==> src/rtl/arbitro_mem_ram_if.sv <==
// Bus bundle between two requesters, the arbiter and a single-port RAM.
// slave = arbiter side, master = requesters/RAM side.
interface arbitro_mem_ram_if;
    logic       req_a;
    logic       req_b;
    logic       we_a;
    logic       we_b;
    logic [6:0] addr_a;
    logic [6:0] addr_b;
    logic [7:0] wdata_a;
    logic [7:0] wdata_b;
    logic       gnt_a;
    logic       gnt_b;
    logic       rvalid_a;
    logic       rvalid_b;
    logic [7:0] rdata_a;
    logic [7:0] rdata_b;
    logic       busy;
    logic [7:0] mem_entrada;
    logic [6:0] mem_end_entrada;
    logic [6:0] mem_end_saida;
    logic       mem_escrita;
    logic [7:0] mem_saida;

    modport slave (
        input  req_a, req_b, we_a, we_b,
        input  addr_a, addr_b, wdata_a, wdata_b,
        input  mem_saida,
        output gnt_a, gnt_b, rvalid_a, rvalid_b,
        output rdata_a, rdata_b, busy,
        output mem_entrada, mem_end_entrada,
        output mem_end_saida, mem_escrita
    );

    modport master (
        output req_a, req_b, we_a, we_b,
        output addr_a, addr_b, wdata_a, wdata_b,
        output mem_saida,
        input  gnt_a, gnt_b, rvalid_a, rvalid_b,
        input  rdata_a, rdata_b, busy,
        input  mem_entrada, mem_end_entrada,
        input  mem_end_saida, mem_escrita
    );
endinterface

==> src/rtl/arbitro_mem_ram.sv <==
// Round-robin arbiter sharing one RAM between requesters A and B.
// All outputs are registered; next values come from the FSM comb process.
module arbitro_mem_ram #(
    parameter int LAT_LEITURA = 2
) (
    input  logic               clk,
    input  logic               rst,
    arbitro_mem_ram_if.slave   bus
);
    typedef enum logic [1:0] {
        OCIOSO,
        CONCEDE,
        ESPERA,
        RETORNO
    } estado_t;

    localparam int CW = (LAT_LEITURA > 2) ? $clog2(LAT_LEITURA) : 1;
    localparam logic [CW-1:0] CNT_FIM = CW'(LAT_LEITURA - 2);

    estado_t       r_estado, w_estado;
    logic [CW-1:0] r_cnt, w_cnt;
    logic          r_prio_b, w_prio_b;
    logic          r_venc_b, w_venc_b;
    logic          r_we, w_we;
    logic          r_gnt_a, w_gnt_a;
    logic          r_gnt_b, w_gnt_b;
    logic          r_rvalid_a, w_rvalid_a;
    logic          r_rvalid_b, w_rvalid_b;
    logic [7:0]    r_rdata_a, w_rdata_a;
    logic [7:0]    r_rdata_b, w_rdata_b;
    logic          r_busy, w_busy;
    logic [7:0]    r_mem_entrada, w_mem_entrada;
    logic [6:0]    r_mem_end_ent, w_mem_end_ent;
    logic [6:0]    r_mem_end_sai, w_mem_end_sai;
    logic          r_mem_escrita, w_mem_escrita;

    logic          w_sel_b;
    logic          w_sel_we;
    logic [6:0]    w_sel_addr;
    logic [7:0]    w_sel_wdata;

    // B wins only when A is absent or B holds the round-robin priority
    always_comb begin
        w_sel_b     = bus.req_b & (~bus.req_a | r_prio_b);
        w_sel_we    = w_sel_b ? bus.we_b    : bus.we_a;
        w_sel_addr  = w_sel_b ? bus.addr_b  : bus.addr_a;
        w_sel_wdata = w_sel_b ? bus.wdata_b : bus.wdata_a;
    end

    always_comb begin
        w_estado      = r_estado;
        w_cnt         = r_cnt;
        w_prio_b      = r_prio_b;
        w_venc_b      = r_venc_b;
        w_we          = r_we;
        w_gnt_a       = 1'b0;
        w_gnt_b       = 1'b0;
        w_rvalid_a    = 1'b0;
        w_rvalid_b    = 1'b0;
        w_rdata_a     = r_rdata_a;
        w_rdata_b     = r_rdata_b;
        w_mem_entrada = r_mem_entrada;
        w_mem_end_ent = r_mem_end_ent;
        w_mem_end_sai = r_mem_end_sai;
        w_mem_escrita = 1'b0;
        unique case (r_estado)
            OCIOSO: begin
                if (bus.req_a | bus.req_b) begin
                    w_estado = CONCEDE;
                    w_venc_b = w_sel_b;
                    w_prio_b = ~w_sel_b;
                    w_we     = w_sel_we;
                    w_gnt_a  = ~w_sel_b;
                    w_gnt_b  = w_sel_b;
                    if (w_sel_we) begin
                        w_mem_escrita = 1'b1;
                        w_mem_end_ent = w_sel_addr;
                        w_mem_entrada = w_sel_wdata;
                    end else begin
                        w_mem_end_sai = w_sel_addr;
                    end
                end
            end
            CONCEDE: begin
                if (r_we) begin
                    w_estado = OCIOSO;
                end else begin
                    w_estado = ESPERA;
                    w_cnt    = '0;
                end
            end
            ESPERA: begin
                if (r_cnt == CNT_FIM) begin
                    w_estado = RETORNO;
                    if (r_venc_b) begin
                        w_rdata_b  = bus.mem_saida;
                        w_rvalid_b = 1'b1;
                    end else begin
                        w_rdata_a  = bus.mem_saida;
                        w_rvalid_a = 1'b1;
                    end
                end else begin
                    w_cnt = r_cnt + CW'(1);
                end
            end
            RETORNO: begin
                w_estado = OCIOSO;
            end
            default: begin
                w_estado = OCIOSO;
            end
        endcase
        w_busy = (w_estado != OCIOSO);
    end

    always_ff @(posedge clk) begin
        if (rst) begin
            r_estado      <= OCIOSO;
            r_cnt         <= '0;
            r_prio_b      <= 1'b0;
            r_venc_b      <= 1'b0;
            r_we          <= 1'b0;
            r_gnt_a       <= 1'b0;
            r_gnt_b       <= 1'b0;
            r_rvalid_a    <= 1'b0;
            r_rvalid_b    <= 1'b0;
            r_rdata_a     <= '0;
            r_rdata_b     <= '0;
            r_busy        <= 1'b0;
            r_mem_entrada <= '0;
            r_mem_end_ent <= '0;
            r_mem_end_sai <= '0;
            r_mem_escrita <= 1'b0;
        end else begin
            r_estado      <= w_estado;
            r_cnt         <= w_cnt;
            r_prio_b      <= w_prio_b;
            r_venc_b      <= w_venc_b;
            r_we          <= w_we;
            r_gnt_a       <= w_gnt_a;
            r_gnt_b       <= w_gnt_b;
            r_rvalid_a    <= w_rvalid_a;
            r_rvalid_b    <= w_rvalid_b;
            r_rdata_a     <= w_rdata_a;
            r_rdata_b     <= w_rdata_b;
            r_busy        <= w_busy;
            r_mem_entrada <= w_mem_entrada;
            r_mem_end_ent <= w_mem_end_ent;
            r_mem_end_sai <= w_mem_end_sai;
            r_mem_escrita <= w_mem_escrita;
        end
    end

    assign bus.gnt_a           = r_gnt_a;
    assign bus.gnt_b           = r_gnt_b;
    assign bus.rvalid_a        = r_rvalid_a;
    assign bus.rvalid_b        = r_rvalid_b;
    assign bus.rdata_a         = r_rdata_a;
    assign bus.rdata_b         = r_rdata_b;
    assign bus.busy            = r_busy;
    assign bus.mem_entrada     = r_mem_entrada;
    assign bus.mem_end_entrada = r_mem_end_ent;
    assign bus.mem_end_saida   = r_mem_end_sai;
    assign bus.mem_escrita     = r_mem_escrita;
endmodule
==> src/flat_wrapper.sv <==
// flat-port wrapper written by rule: the top's interface ports become plain ports
module arbitro_mem_ram_flat 
#(
    parameter int LAT_LEITURA = 2
)
  (clk, rst, bus_req_a, bus_req_b, bus_we_a, bus_we_b, bus_addr_a, bus_addr_b, bus_wdata_a, bus_wdata_b, bus_mem_saida, bus_gnt_a, bus_gnt_b, bus_rvalid_a, bus_rvalid_b, bus_rdata_a, bus_rdata_b, bus_busy, bus_mem_entrada, bus_mem_end_entrada, bus_mem_end_saida, bus_mem_escrita);
  arbitro_mem_ram_if bus_i ();
  input  logic clk;
  input  logic rst;
  input wire logic [$bits(bus_i.req_a)-1:0] bus_req_a;
  input wire logic [$bits(bus_i.req_b)-1:0] bus_req_b;
  input wire logic [$bits(bus_i.we_a)-1:0] bus_we_a;
  input wire logic [$bits(bus_i.we_b)-1:0] bus_we_b;
  input wire logic [$bits(bus_i.addr_a)-1:0] bus_addr_a;
  input wire logic [$bits(bus_i.addr_b)-1:0] bus_addr_b;
  input wire logic [$bits(bus_i.wdata_a)-1:0] bus_wdata_a;
  input wire logic [$bits(bus_i.wdata_b)-1:0] bus_wdata_b;
  input wire logic [$bits(bus_i.mem_saida)-1:0] bus_mem_saida;
  output wire logic [$bits(bus_i.gnt_a)-1:0] bus_gnt_a;
  output wire logic [$bits(bus_i.gnt_b)-1:0] bus_gnt_b;
  output wire logic [$bits(bus_i.rvalid_a)-1:0] bus_rvalid_a;
  output wire logic [$bits(bus_i.rvalid_b)-1:0] bus_rvalid_b;
  output wire logic [$bits(bus_i.rdata_a)-1:0] bus_rdata_a;
  output wire logic [$bits(bus_i.rdata_b)-1:0] bus_rdata_b;
  output wire logic [$bits(bus_i.busy)-1:0] bus_busy;
  output wire logic [$bits(bus_i.mem_entrada)-1:0] bus_mem_entrada;
  output wire logic [$bits(bus_i.mem_end_entrada)-1:0] bus_mem_end_entrada;
  output wire logic [$bits(bus_i.mem_end_saida)-1:0] bus_mem_end_saida;
  output wire logic [$bits(bus_i.mem_escrita)-1:0] bus_mem_escrita;
  assign bus_i.req_a = bus_req_a;
  assign bus_i.req_b = bus_req_b;
  assign bus_i.we_a = bus_we_a;
  assign bus_i.we_b = bus_we_b;
  assign bus_i.addr_a = bus_addr_a;
  assign bus_i.addr_b = bus_addr_b;
  assign bus_i.wdata_a = bus_wdata_a;
  assign bus_i.wdata_b = bus_wdata_b;
  assign bus_i.mem_saida = bus_mem_saida;
  assign bus_gnt_a = bus_i.gnt_a;
  assign bus_gnt_b = bus_i.gnt_b;
  assign bus_rvalid_a = bus_i.rvalid_a;
  assign bus_rvalid_b = bus_i.rvalid_b;
  assign bus_rdata_a = bus_i.rdata_a;
  assign bus_rdata_b = bus_i.rdata_b;
  assign bus_busy = bus_i.busy;
  assign bus_mem_entrada = bus_i.mem_entrada;
  assign bus_mem_end_entrada = bus_i.mem_end_entrada;
  assign bus_mem_end_saida = bus_i.mem_end_saida;
  assign bus_mem_escrita = bus_i.mem_escrita;
  arbitro_mem_ram #(.LAT_LEITURA(LAT_LEITURA)) u_core (.clk(clk), .rst(rst), .bus(bus_i));
endmodule
==> config.mk <==
export PLATFORM = sky130hd
export DESIGN_NAME = arbitro_mem_ram_flat
export DESIGN_NICKNAME = d
export VERILOG_FILES = /design/src/rtl/arbitro_mem_ram_if.sv /design/src/rtl/arbitro_mem_ram.sv /design/src/flat_wrapper.sv
export SDC_FILE = /design/constraint.sdc
export NUM_CORES = 1
export LEC_CHECK = 0
export CORE_AREA = 2 2 76 78
export DETAILED_ROUTE_END_ITERATION = 16
export DIE_AREA = 0 0 78 80
export PLACE_DENSITY = 0.78
export SETUP_SLACK_MARGIN = 0.1
export SKIP_LAST_GASP = 1
export SYNTH_ARGS = -nofsm -noshare
export SYNTH_HDL_FRONTEND = slang
export SYNTH_SLANG_ARGS = --single-unit
export TNS_END_PERCENT = 1
==> constraint.sdc <==
create_clock -name clk -period 1.7 [get_ports clk]
set_input_delay 0.34 -clock clk [delete_from_list [all_inputs] [get_ports clk]]
set_output_delay 0.34 -clock clk [all_outputs]
set_load 0.005 [all_outputs]
==> impl_metrics.json <==
{
  "outcome": "finished, final reports clean",
  "start_util": 0.424,
  "ys_ff_latch": 49,
  "synth.top_cell.area_share": 0.428,
  "finalMaxSlewViolations": 0,
  "grt_first_pass_wirelength_mm": 10.1,
  "setup_viol": 0,
  "period_needed_ns": 1.54,
  "syn_inst": 246,
  "holdCritPathClass": "reg2reg",
  "critPathMaxFanout": 15,
  "power_density_nw_per_um2": 869,
  "fin_skew_ns": 0.00729,
  "cp_data_arrival_time_ns": 1.74,
  "fin_hold_ws_ns": 0.464,
  "power.leakage_nw": 1.30,
  "pwr-share-comb": 0.300,
  "instances_no_fill": 411,
  "routed_via_density": 5.26,
  "power_mw": 2.93,
  "final_core_util": 0.623,
  "maxCapViolations": 0,
  "fmax_mhz": 649,
  "r2r-start": "u_core.r_prio_b",
  "fp.coreArea_sq_um": 5410,
  "synthTopCellsByArea": "dfxtp_1 (43%), a221oi_2 (6.5%), o21ai_0 (5.0%)",
  "relSlewSlack": 0.601,
  "synth_top_area_cell": "dfxtp_1",
  "cts_tree": "built",
  "fin_area_sq_um": 3370,
  "fill_cells": 485,
  "reg2reg_slack_ns": 0.28,
  "synth_commonest_cells": "dfxtp_1 (49), o21ai_0 (23), inv_1 (22)",
  "clock_sinks": 49,
  "dpl.hpwl_mm": 4.46,
  "first_pass_iters": 4,
  "ys_warn_count": 0,
  "p_sw_frac": 0.298,
  "dieWidth_microns": 78,
  "dp_slack_ns": -0.205,
  "rsz0062_at_grt": "yes",
  "syn_area_per_cell_sq_um": 9.32,
  "fp.dieArea_sq_um": 6240,
  "rows": 27,
  "synth_edf_count": 0,
  "p_seq_frac": 0.459,
  "portBuffers": 87,
  "synth-seq-area-share": 0.428,
  "post_dp_cell_area_sq_um": 3260,
  "critical_path_class": "in2reg",
  "clock_latency_ns": 0.31,
  "cp-start-kind": "input port",
  "synth_area_sq_um": 2290,
  "end_kind": "flop",
  "antenna_cells": 0,
  "layout-drive-gt1-share": 0.159,
  "cp_data_required_time_ns": 1.90,
  "finalHoldViolCount": 0,
  "antenna_found_initial": 0,
  "track_usage": 0.206,
  "rr_worst_depth": 5,
  "first_iter_violations": 80,
  "tns_ns": 0,
  "dieHeight_microns": 80,
  "ys.flop_type": "dfxtp_1",
  "fin_nets": 382,
  "dp_cells": 402,
  "wl_per_cell_microns": 15.4,
  "post_cts_buffers": 0,
  "area_growth_pct": 46.8,
  "max_slew.worst_pin.slew_ns": 0.596,
  "grt_max_degree": 28,
  "multiInputGateArea_sq_um": 1100,
  "drt-total-wl_mm": 6.34,
  "grt_pass1_vias": 2089,
  "vias": 2160,
  "path_clk_slew_ns": 0.09,
  "pwr-share-clk": 0.241,
  "async_flop_share": 0,
  "vdd_drop_max_mv": 0.537,
  "ys_types": 33,
  "internal_power_mw": 2.06,
  "synth_fp_nets": 290,
  "synth_most_common_cell": "dfxtp_1",
  "overflow": 0,
  "crit_path_end": "u_core.bus.mem_end_saida[4]",
  "cts_buffers": 5,
  "cp-startpoint": "bus_req_a",
  "htree_levels": 2,
  "drcViolationCount": 0,
  "finalCritPeriodShare": 0.906,
  "final-seq-area_sq_um": 981,
  "regToRegEndpoint": "u_core.bus.mem_end_saida[4]",
  "setup_ws_ns": 0.159,
  "ios": 88,
  "root_buffer": "clkbuf_8",
  "cts_max_path_buffers": 2,
  "gp_congestion": 0.812,
  "drtAntennaViolNets": 0,
  "p_sw_mw": 0.871
}
==> power by group through the flow <==
stage | clock, mW | sequential [mW] | combinational (mW)
finish | 0.704 | 1.34 | 0.878
global route | 0.766 | 1.36 | 0.950
CTS | 0.714 | 1.34 | 0.877
detailed placement | 0 | 1.37 | 0.871
global placement | 0 | 1.37 | 0.859
floorplan | 0 | 1.37 | 0.428
==> state kept, by name, summed over array words and instances (netlist names), 2 cells and up <==
name                        count
u_core.bus.mem_entrada          8
u_core.bus.rdata_a              8
u_core.bus.rdata_b              8
u_core.bus.mem_end_entrada      7
u_core.bus.mem_end_saida        7
u_core.r_estado                 2
==> how the worst min path moves through the flow <==
stage	endpoint	cells past startpoint	start
floorplan	u_core.bus.mem_end_entrada[0]	2	u_core.bus.mem_end_entrada[0]
global placement	u_core.bus.mem_entrada[3]	2	u_core.bus.mem_entrada[3]
detailed placement	u_core.bus.mem_entrada[2]	2	u_core.bus.mem_entrada[2]
CTS	u_core.bus.mem_entrada[2]	2	u_core.bus.mem_entrada[2]
global route	u_core.bus.mem_entrada[3]	2	u_core.bus.mem_entrada[3]
finish	u_core.bus.mem_entrada[2]	2	u_core.bus.mem_entrada[2]
==> final cells by class <==
type | instances | share of cell area
clock buffer | 5 | 0.0204
sequential | 49 | 0.291
timing repair buffer | 107 | 0.303
multi-input combinational | 153 | 0.327
tap | 72 | 0.0268
clock inverter | 3 | 0.00632
inverter | 22 | 0.0245
==> critical path, stage by stage <==
cell and delay (ns):
clkdlybuf4s50_1 0.51, nand2b_2 0.14, buf_4 0.22, a211oi_1 0.29, a211oi_2 0.07, o22a_1 0.17
==> routing by layer <==
metal,track usage,wire length [microns],vias to the layer above
met5,0,0,-
met4,0.0754,110,0
met3,0.0622,531,11
met2,0.322,2860,79
met1,0.269,2840,1003
li1,-,-,1067
==> logic make-up (layout without fill, tap and decap cells) <==
group / Yosys count / after routing / share of synthesized area
AO/OA/AOI/OAI: 77 / 77 / 0.274
buffers and inverters: 45 / 137 / 0.0960
flip-flops: 49 / 49 / 0.428
multiplexers: 8 / 8 / 0.0349
AND/OR/NAND/NOR: 67 / 68 / 0.167
==> timing repair <==
item | 4_1_cts | 5_1_grt
resized for setup | 0 | 3
setup endpoints to repair | 0 | 20
hold buffers | 0 | 0
==> layout by cell type (no fill, tap or decap), drive strengths merged, types with 2 or more instances in the layout <==
cell type,n
nand2b,17
a21oi,11
clkbuf,5
a211oi,15
and2,2
clkdlybuf4s50,84
nand4,7
nand4b,8
nor2,15
dlymetal6s2s,2
a221oi,15
nor3,5
inv,23
nand2,11
dfxtp,49
buf,21
o21ai,25
mux2i,8
o22a,7
Note: power is estimated with default switching activity, not from simulation.
